<file path="src/rtl/rewind_ctrl.sv">
// rewind_ctrl: walks the ROB from the tail back to a mispredicted branch.
// The walk runs youngest entry first and undoes one entry per cycle. For
// each entry it restores the old map-table mapping and returns the newly
// allocated physical register to the free list. When the walk is done it
// rewinds the ROB tail to the entry just after the branch.
// Optional feature (macro REWIND_STATS_EN): a 16-bit saturating counter of
// undone entries, exported as stat_squashed.
module rewind_ctrl #(
  parameter int SIZE      = 32,
  parameter int PHY_BITS  = 6,
  parameter int ROB_DEPTH = 32,
  localparam int IW       = $clog2(ROB_DEPTH),
  localparam int AW       = $clog2(SIZE)
) (
  input  logic                clock,
  input  logic                reset,
  input  logic                flush_valid,
  output logic                flush_ready,
  input  logic [IW-1:0]       flush_idx,
  input  logic [IW-1:0]       rob_tail,
  output logic [IW-1:0]       rd_idx,
  input  logic                rd_has_dst,
  input  logic [AW-1:0]       rd_arc_dst,
  input  logic [PHY_BITS-1:0] rd_phy_old,
  input  logic [PHY_BITS-1:0] rd_phy_new,
  output logic                mt_wr_en,
  output logic [AW-1:0]       mt_wr_arc,
  output logic [PHY_BITS-1:0] mt_wr_phy,
  output logic                fl_ret_en,
  output logic [PHY_BITS-1:0] fl_ret_phy,
  output logic                rename_stall,
  output logic                tail_wr_en,
  output logic [IW-1:0]       tail_wr_idx,
`ifdef REWIND_STATS_EN
  output logic [15:0]         stat_squashed,
`endif
  output logic                done
);

  typedef enum logic [1:0] {IDLE, WALK, FIN} state_t;

  state_t        state, state_nxt;
  logic [IW-1:0] cursor, cursor_nxt;
  logic [IW-1:0] count, count_nxt;
  logic [IW-1:0] target, target_nxt;

  // State and walk bookkeeping registers; reset abandons any walk in progress.
  always_ff @(posedge clock or posedge reset) begin
    if (reset) begin
      state  <= IDLE;
      cursor <= '0;
      count  <= '0;
      target <= '0;
    end else begin
      state  <= state_nxt;
      cursor <= cursor_nxt;
      count  <= count_nxt;
      target <= target_nxt;
    end
  end

  // Next-state logic and outputs. The restore data simply follows the ROB
  // read port; only the enables qualify it.
  always_comb begin
    state_nxt    = state;
    cursor_nxt   = cursor;
    count_nxt    = count;
    target_nxt   = target;
    flush_ready  = 1'b0;
    rename_stall = 1'b0;
    mt_wr_en     = 1'b0;
    fl_ret_en    = 1'b0;
    tail_wr_en   = 1'b0;
    done         = 1'b0;
    rd_idx       = cursor;
    mt_wr_arc    = rd_arc_dst;
    mt_wr_phy    = rd_phy_old;
    fl_ret_phy   = rd_phy_new;
    tail_wr_idx  = target;
    unique case (state)
      IDLE: begin
        flush_ready = 1'b1;
        if (flush_valid) begin
          // Stall rename in the accept cycle too, so nothing allocates
          // behind the tail that is about to be rewound.
          rename_stall = 1'b1;
          cursor_nxt   = rob_tail - IW'(1);
          count_nxt    = rob_tail - flush_idx - IW'(1);
          target_nxt   = flush_idx + IW'(1);
          state_nxt    = (count_nxt == '0) ? FIN : WALK;
        end
      end
      WALK: begin
        rename_stall = 1'b1;
        mt_wr_en     = rd_has_dst;
        fl_ret_en    = rd_has_dst;
        cursor_nxt   = cursor - IW'(1);
        count_nxt    = count - IW'(1);
        if (count == IW'(1)) state_nxt = FIN;
      end
      FIN: begin
        rename_stall = 1'b1;
        done         = 1'b1;
        tail_wr_en   = 1'b1;
        state_nxt    = IDLE;
      end
      default: state_nxt = IDLE;
    endcase
    // While reset is held, keep rename_stall low even if a request is
    // already pending.
    if (reset) rename_stall = 1'b0;
  end

`ifdef REWIND_STATS_EN
  // Saturating count of entries undone: one per WALK cycle.
  always_ff @(posedge clock or posedge reset) begin
    if (reset) begin
      stat_squashed <= '0;
    end else if (state == WALK && stat_squashed != 16'hFFFF) begin
      stat_squashed <= stat_squashed + 16'd1;
    end
  end
`endif

endmodule

</file>
<file path="config.mk">
export PLATFORM = sky130hd
export DESIGN_NAME = rewind_ctrl
export DESIGN_NICKNAME = d
export VERILOG_FILES = /design/src/rtl/rewind_ctrl.sv
export SDC_FILE = /design/constraint.sdc
export NUM_CORES = 1
export LEC_CHECK = 0
export ABC_AREA = 0
export BUFFER_PORTS_ARGS = -buffer_cell sky130_fd_sc_hd__clkbuf_2
export CAP_MARGIN = 5
export CORE_UTILIZATION = 40
export CTS_CLUSTER_SIZE = 16
export DETAILED_ROUTE_END_ITERATION = 7
export GPL_TIMING_DRIVEN = 0
export PLACE_DENSITY_LB_ADDON = 0.1
export SYNTH_ARGS = -nofsm -noshare
export SYNTH_HDL_FRONTEND = slang
export SYNTH_SLANG_ARGS = --single-unit
</file>
<file path="constraint.sdc">
create_clock -name clock -period 2.25 [get_ports clock]
set_input_delay 0.3375 -clock clock [delete_from_list [all_inputs] [get_ports clock]]
set_output_delay 0.3375 -clock clock [all_outputs]
set_load 0.05 [all_outputs]
</file>
==> impl_metrics.yaml, run 1 <==
outcome:
  status: "finished clean"
floorplanning:
  die_area_um2: 4220
  coreArea_um2: 3740
  die_w_um: 65.0
  ios: 64
  rows: 22
  initial_core_util_pct: 42.3
  die_y_um: 65.0
detailed_routing:
  num_vias: 1462
  wl_per_cell_um: 13.3
  drc: 0
  via_per_inst: 5.18
  drt-pass1-iter-count: 4
  drtIter0Drc: 46
  ant_nets: 0
  routed_wl_um: 3750
sta:
  fin_skew_ns: 0.00121
  rsz0062_at_grt: "false"
  tightest_slew_ns: 0.708
  max_slew_margin_pct: 52.7
  fin_tns_setup_ns: 0
  drv_slew: 0
  hold_viol: 0
  min_period_over_period_pct: 94.5
  period_needed_ns: 2.13
  setup_violations: 0
  setup_slack_ns: 0.124
  max_freq_mhz: 470
placement:
  dp_slack_ns: 0.155
  port_buffers: 46
  post-dp-hpwl_um: 2980
  place.gp.congestion: 0.847
final_layout:
  antenna-diode-count: 0
  area_growth_pct: 22.2
  drive_above_1_share_pct: 36.8
  post-route-util_pct: 51.7
  nFillCells: 375
  layout.nets: 279
grt:
  grt_start_max_net_pins: 18
  track_usage_pct: 20.0
  antenna_found_initial: 0
  grt_pass1_vias: 1384
  grt_pass1_wl_um: 6490
  gr-total-overflow: 0
clocking:
  post_cts_resize_count: 5
  htree_levels: 1
  post_cts_buffers: 0
  cts_hold_buf: 0
  clock_sinks: 17
  clock_path_buffers: 2
  clkLatencyLatePin_ns: 0.26
  clock_tree.root_cell: "clkbuf_8"
  cts_tree: "yes"
  cts_buffers: 3
  cts.clk_slew.worst_paths_ns: 0.07
run:
  maxCapViolations: 0
yosys:
  synth-seq-area-share_pct: 26.8
  synth_nets: 229
  synth-main-ff-cell: "dfrtp_1"
  synth-edff-count: 0
  synth_top_cell_by_area: "dfrtp_1"
  synthArstFlopShare_pct: 100
  yosysWarnings: 0
  synth_seq_cells: 17
  synth.distinct_cells: 47
  syn_area_per_cell_um2: 8.57
  yosysMostFrequentCell: "buf_4"
  synthCells: 185
  synth_area_leaders: "dfrtp_1 (27%), buf_4 (9.9%), ha_1 (9.5%)"
  synthesis.area_um2: 1590
  synth.top_cells.by_count: "buf_4 (21), dfrtp_1 (17), a21oi_1 (13), inv_1 (13)"
  synth_top_area_share_pct: 26.8
setup_path:
  crit_fanout: 8
  cp.required_ns: 1.91
  slowest_stage: "dfrtp_1"
  worstPathArrival_ns: 1.79
  rr_startpoint: "state[1]$_DFFE_PP0P_"
  timing.rr.end: "rd_idx[4]$_DFFE_PP0P_"
  crit_family: "simple AND/OR/NAND/NOR gates"
  worst-path-buf-inv: 2
  critPathLaunchType: "register"
  slowest_delay_ns: 0.40
  rrSetupSlack_ns: 0.30
  rr_worst_depth: 9
  path_class: "register to output pin"
  path_cells: "inv_1 > ha_2 > and2_2 > nor2_1 > nor3_4 > buf_2"
  crit_path_end_kind: "output pin"
hold_path:
  min_path_type: "primary input to asynchronous set/reset pin"
power_and_ir_drop:
  leakagePower_nw: 0.931
  p_total_mw: 2.68
  ir_worst_vdd_uv: 519
  power_density_nw_per_um2: 1380
## sequential cells by signal, summed over array words and instances, names as in the netlist
register and flops:
count 5, rd_idx 5, state 2, tail_wr_idx 5
## kinds of logic after synthesis
group	count (synthesis)	share of synthesized area [%]
fa+ha+maj	13	10.7
buf+inv	42	15.9
xor+xnor	8	4.42
flops	17	26.8
mux	7	4.50
compound gates	51	21.3
simple gates	47	16.3
## per-stage QoR
step,hold slack [ns],std cells,cell area [um2]
floorplan,0.264,185,1600
global placement,0.469,279,1890
detailed placement,0.475,279,1890
CTS,0.246,283,1940
global route,0.282,282,1940
finish,0.206,282,1940
## worst max path at each step
| stage | depth (start not counted) | start | slack, ns | endpoint |
|---|---|---|---|---|
| after floorplan | 5 | state[0]$_DFFE_PP0P_ | 0.08 | rename_stall |
| after global placement | 10 | flush_idx[0] | 0.17 | state[1]$_DFFE_PP0P_ |
| after detailed placement | 10 | flush_idx[0] | 0.15 | state[1]$_DFFE_PP0P_ |
| after CTS | 6 | state[0]$_DFFE_PP0P_ | 0.005 | rename_stall |
| after global routing | 7 | state[1]$_DFFE_PP0P_ | 0.003 | mt_wr_en |
| final | 6 | state[0]$_DFFE_PP0P_ | 0.12 | rename_stall |
## report_power, final
| group | switching [mW] | internal [mW] |
|---|---|---|
| Clock | 0.121 | 0.123 |
| Sequential | 0.122 | 0.458 |
| Combinational | 1.24 | 0.620 |
## placed cells by master, fill, tap and decap left out, drive strengths merged, types with 3 or more instances in the layout
master and n:
mux2i 6, a21oi 13, nand2 12, o21ai 16, nor3b 4, clkbuf 49
xor2 3, inv 13, buf 27, xnor2 5, nor3 3, nor2 6
nand2b 3, ha 12, nand3 12, dfrtp 17
## routing by layer
layer  global-route usage, %  vias up  wire length [um]
met4                    3.33        0                36
met1                    27.0      673              1770
met2                    33.1       51              1740
li1                        -      734                 -
met3                    4.05        4               204
met5                       0        -                 0
## layout make-up
cell class | instances | area, um2 | share of cell area, %
Sequential cell | 17 | 425 | 22.0
Clock inverter | 1 | 5.00 | 0.258
Timing Repair Buffer | 46 | 235 | 12.1
Inverter | 14 | 52.6 | 2.71
Clock buffer | 3 | 41.3 | 2.13
Tap cell | 48 | 60.1 | 3.10
Buffer | 27 | 195 | 10.1
Multi-Input combinational cell | 126 | 922 | 47.6
Note: power is estimated with default switching activity, not from simulation.
==> run 2, diff against run 1 <==
--- a/config.mk
+++ b/config.mk
@@ -12,7 +12,9 @@
 export CTS_CLUSTER_SIZE = 16
 export DETAILED_ROUTE_END_ITERATION = 7
 export GPL_TIMING_DRIVEN = 0
+export MAX_ROUTING_LAYER = met4
 export PLACE_DENSITY_LB_ADDON = 0.1
+export REMOVE_ABC_BUFFERS = 1
 export SYNTH_ARGS = -nofsm -noshare
 export SYNTH_HDL_FRONTEND = slang
 export SYNTH_SLANG_ARGS = --single-unit
==> impl_metrics.yaml, run 2 (same netlist as run 1, synthesis figures left out) <==
grt:
  met2_usage_pct: 30.2
  use_met1_pct: 26.0
  grt_pass1_wl_um: 6290
  gr-total-overflow: 0
  grt_start_max_net_pins: 38
  grt-busiest-layer: "met2"
  grt_util_met3_pct: 6.34
  antenna_found_initial: 0
  track_usage_pct: 20.2
  grt_pass1_vias: 1271
sta:
  tightest_slew_ns: 0.703
  period_needed_ns: 2.10
  rsz0062_at_grt: "false"
  drv_slew: 0
  hold_viol: 0
  max_slew_margin_pct: 53.1
  fin_skew_ns: 0.00456
  max_freq_mhz: 476
  setup_violations: 0
  min_period_over_period_pct: 93.4
setup_path:
  path_class: "register to output pin"
  slowest_stage: "dfrtp_1"
  worstPathArrival_ns: 1.76
  cp.required_ns: 1.91
  crit_fanout: 9
  path_cells: "inv_1 > ha_4 > and2_2 > nor2_1 > nor3_1 > clkbuf_4"
  slowest_delay_ns: 0.43
  crit_path_end_kind: "output pin"
  critPathLaunchType: "register"
final_layout:
  antenna-diode-count: 0
  post-route-util_pct: 46.0
  area_growth_pct: 8.52
  layout_common_cells: "clkbuf_2 (28), dfrtp_1 (17), a21oi_1 (13), inv_1 (13)"
  nFillCells: 379
  regArea_um2: 425
  layout.nets: 241
  multi_input_area_um2: 936
  layout_commonest_cell: "clkbuf_2"
  drive_above_1_share_pct: 25.5
detailed_routing:
  wl_per_cell_um: 16.0
  routed_wl_um: 3920
  ant_nets: 0
  drtIter0Drc: 61
  via_per_inst: 5.47
  drt-pass1-iter-count: 4
  drc: 0
  num_vias: 1335
clocking:
  cts_buffers: 3
  clock_tree.root_cell: "clkbuf_8"
  cts.clk_slew.worst_paths_ns: 0.08
  clock_path_buffers: 2
  cts_hold_buf: 0
  htree_levels: 1
  clkLatencyLatePin_ns: 0.26
  clock_sinks: 17
  cts_tree: "yes"
outcome:
  status: "finished clean"
hold_path:
  min_path_type: "primary input to asynchronous set/reset pin"
power_and_ir_drop:
  power_density_nw_per_um2: 1530
  p_total_mw: 2.63
  ir_worst_vdd_uv: 703
  leakagePower_nw: 0.763
run:
  maxCapViolations: 0
floorplanning:
  rows: 22
  initial_core_util_pct: 42.3
  ios: 64
  die_area_um2: 4220
  coreArea_um2: 3740
  die_y_um: 65.0
  die_w_um: 65.0
placement:
  post-dp-hpwl_um: 2850
  place.gp.congestion: 0.756
  port_buffers: 29
-- run 2: changes by cell type in the layout (fill, tap and decap cells not counted), sizes merged --
cell    delta
buf       -21
clkbuf    -17
-- run 2: where the power goes --
part	switching, mW	internal, mW
logic	1.12	0.630
registers	0.179	0.458
clock network	0.122	0.123
total	1.42	1.21
-- run 2: path summary, 6_finish.rpt --
path,start,to,slack [ns],depth (start not counted)
worst min register to register,tail_wr_idx[1]$_DFFE_PP0P_,tail_wr_idx[1]$_DFFE_PP0P_,0.49,1
min in group clock,flush_idx[0],tail_wr_idx[0]$_DFFE_PP0P_,0.31,2
worst min-delay path,reset,rd_idx[4]$_DFFE_PP0P_,0.18,2
worst max-delay path,state[1]$_DFFE_PP0P_,rename_stall,0.15,6
max in group asynchronous,reset,tail_wr_idx[2]$_DFFE_PP0P_,1.62,2
worst max register to register,state[1]$_DFFE_PP0P_,rd_idx[4]$_DFFE_PP0P_,0.18,8
-- run 2: cell type report --
type,instances,share of cell area (%)
inverters,14,3.05
multi-input cells,126,54.4
well taps,48,3.49
clock buffers,3,2.40
flip-flops and latches,17,24.7
clock inverters,1,0.291
repair buffers,35,11.6
-- run 2: repair_timing --
action,in CTS,in global routing
setup endpoints to repair,11,6
gates resized for setup,3,5
buffers inserted,0,6
pin swaps,0,1
-- run 2: critical path, delay by kind of cell, from the launching register on --
kind | cells | cell delay [ns]
buffers and inverters | 2 | 0.43
flip-flops | 1 | 0.43
adder cells (fa/ha/maj) | 1 | 0.21
AND/OR/NAND/NOR | 3 | 0.43
-- run 2: per-layer routing --
layer  up-vias  share of wire [%]
met5         -                  0
met4         0               0.97
met3         6                7.5
met2        46                 45
met1       625                 47
li1        658                  -
-- run 2: stage by stage --
stage | hold WS [ns] | area (um2) | setup WS, ns | TNS [ns] | instances
floorplan | 0.264 | 1390 | -0.688 | -1.23 | 157
global placement | 0.468 | 1590 | -0.450 | -1.58 | 234
detailed placement | 0.479 | 1590 | -0.516 | -2.19 | 234
CTS | 0.217 | 1640 | -0.141 | -0.467 | 238
global route | 0.278 | 1720 | 0.00784 | 0 | 244
finish | 0.176 | 1720 | 0.148 | 0 | 244
==> run 3, diff against run 2 <==
--- a/config.mk
+++ b/config.mk
@@ -8,7 +8,7 @@
 export ABC_AREA = 0
 export BUFFER_PORTS_ARGS = -buffer_cell sky130_fd_sc_hd__clkbuf_2
 export CAP_MARGIN = 5
-export CORE_UTILIZATION = 40
+export CORE_UTILIZATION = 24
 export CTS_CLUSTER_SIZE = 16
 export DETAILED_ROUTE_END_ITERATION = 7
 export GPL_TIMING_DRIVEN = 0
@@ -18,3 +18,4 @@
 export SYNTH_ARGS = -nofsm -noshare
 export SYNTH_HDL_FRONTEND = slang
 export SYNTH_SLANG_ARGS = --single-unit
+export TNS_END_PERCENT = 50
==> impl_metrics.yaml, run 3 (same netlist as run 1, synthesis figures left out) <==
power_and_ir_drop:
  p_seq_share_pct: 24.4
  p_sw_share_pct: 54.3
  power_density_nw_per_um2: 1500
  p_comb_share_pct: 66.5
  ir_worst_vdd_uv: 644
  pwr-share-clk_pct: 9.1
  internal_power_mw: 1.20
  leakagePower_nw: 0.762
  power_switching_mw: 1.43
placement:
  place.gp.congestion: 0.758
  dp_slack_ns: -0.618
  post-dp-hpwl_um: 3150
  port_buffers: 29
sta:
  max_slew_margin_pct: 51.2
  min_period_over_period_pct: 93.4
  drv_slew: 0
  setup_slack_ns: 0.149
  tightest_slew_ns: 0.732
  hold_viol: 0
  fin_skew_ns: 0.00411
  whs_ns: 0.188
  max_freq_mhz: 476
  rsz0062_at_grt: "false"
  period_needed_ns: 2.10
  setup_violations: 0
floorplanning:
  die_w_um: 83.3
  coreArea_um2: 6350
  die_y_um: 83.3
  die_area_um2: 6930
  rows: 29
  ios: 64
  initial_core_util_pct: 25.0
clocking:
  clkLatencyLatePin_ns: 0.26
  clock_path_buffers: 2
  cts_tree: "yes"
  clock_tree.root_cell: "clkbuf_8"
  cts_hold_buf: 0
  clock_sinks: 17
  cts_buffers: 3
  htree_levels: 1
  cts.clk_slew.worst_paths_ns: 0.07
final_layout:
  area_growth_pct: 10.6
  layout_commonest_cell: "clkbuf_2"
  drive_above_1_share_pct: 26.0
  antenna-diode-count: 0
  layout.nets: 241
  layout_common_cells: "clkbuf_2 (28), dfrtp_1 (17), a21oi_1 (13)"
  nFillCells: 670
grt:
  grt_pass1_vias: 1316
  grt_pass1_wl_um: 7010
  antenna_found_initial: 0
  gr-total-overflow: 0
  track_usage_pct: 13.2
  grt_start_max_net_pins: 21
setup_path:
  crit_fanout: 10
  worstPathArrival_ns: 1.76
  critPathLaunchType: "register"
  crit_path_end_kind: "output pin"
  path_class: "register to output pin"
  cp.required_ns: 1.91
detailed_routing:
  wl_per_cell_um: 16.3
  ant_nets: 0
  drc: 0
  routed_wl_um: 4450
  via_per_inst: 4.87
  drtIter0Drc: 92
  num_vias: 1330
  drt-pass1-iter-count: 4
hold_path:
  min_path_type: "primary input to asynchronous set/reset pin"
outcome:
  status: "finished clean"
run:
  maxCapViolations: 0
-- run 3: cell count changes in the layout (fill, tap and decap cells not counted) --
cell	change
buf_8	-1
buf_4	+1
inv_1	-1
buf_6	+1
clkbuf_4	-1
inv_2	+1
-- run 3: path summary, 6_finish.rpt --
path	start	endpoint	slack, ns	cells after the start
max in group asynchronous	reset	count[4]$_DFFE_PP0P_	1.60	2
setup / recovery	state[0]$_DFFE_PP0P_	rename_stall	0.15	6
min in group clock	flush_idx[0]	tail_wr_idx[0]$_DFFE_PP0P_	0.32	2
setup reg to reg	state[1]$_DFFE_PP0P_	rd_idx[4]$_DFFE_PP0P_	0.22	8
hold reg to reg	tail_wr_idx[1]$_DFFE_PP0P_	tail_wr_idx[1]$_DFFE_PP0P_	0.50	1
hold / removal	reset	count[1]$_DFFE_PP0P_	0.19	2
-- run 3: through the flow --
stage	std cells	area (um2)	total power, mW	setup TNS (ns)	utilization, %
5_1_grt	273	1750	2.86	0	27.6
4_1_cts	268	1710	2.58	0	27.0
3_3_place_gp	263	1630	2.23	-2.55	25.6
3_5_place_dp	263	1630	2.25	-2.40	25.6
2_1_floorplan	157	1390	1.86	-1.23	-
6_report	273	1750	2.63	0	27.6
-- run 3: metal layers --
layer  vias up  share of wire (%)  GRT usage, %
met5         -                  0             -
met4         0                1.3          4.23
met3         5                4.5          3.48
met2        33                 48          20.7
met1       633                 46          16.5
li1        659                  -             -
-- run 3: critical path, stage by stage (launching register included) --
cell	delay, ns
dfrtp_1	0.42
inv_1	0.15
ha_4	0.22
and2_2	0.25
nor2_1	0.05
nor3_1	0.17
buf_4	0.24
-- run 3: final cells by class --
cell class,instances,area [um2],area share (%)
Clock buffer,3,41.3,2.36
Clock inverter,1,5.00,0.286
Multi-Input combinational cell,126,936,53.4
Inverter,14,52.6,3.00
Tap cell,77,96.3,5.50
Timing Repair Buffer,35,196,11.2
Sequential cell,17,425,24.3
-- run 3: repair_timing --
action	in CTS	in global routing
gates resized for setup	6	3
buffers inserted	1	5
endpoints found under the setup margin	10	2
pin swaps	0	2
-- run 3: power groups by stage --
| stage | clock network, mW | logic (mW) | registers (mW) |
|---|---|---|---|
| 2_1_floorplan | 0 | 0.954 | 0.908 |
| 3_3_place_gp | 0 | 1.59 | 0.633 |
| 3_5_place_dp | 0 | 1.61 | 0.643 |
| 4_1_cts | 0.253 | 1.69 | 0.640 |
| 5_1_grt | 0.266 | 1.92 | 0.671 |
| 6_report | 0.240 | 1.75 | 0.642 |
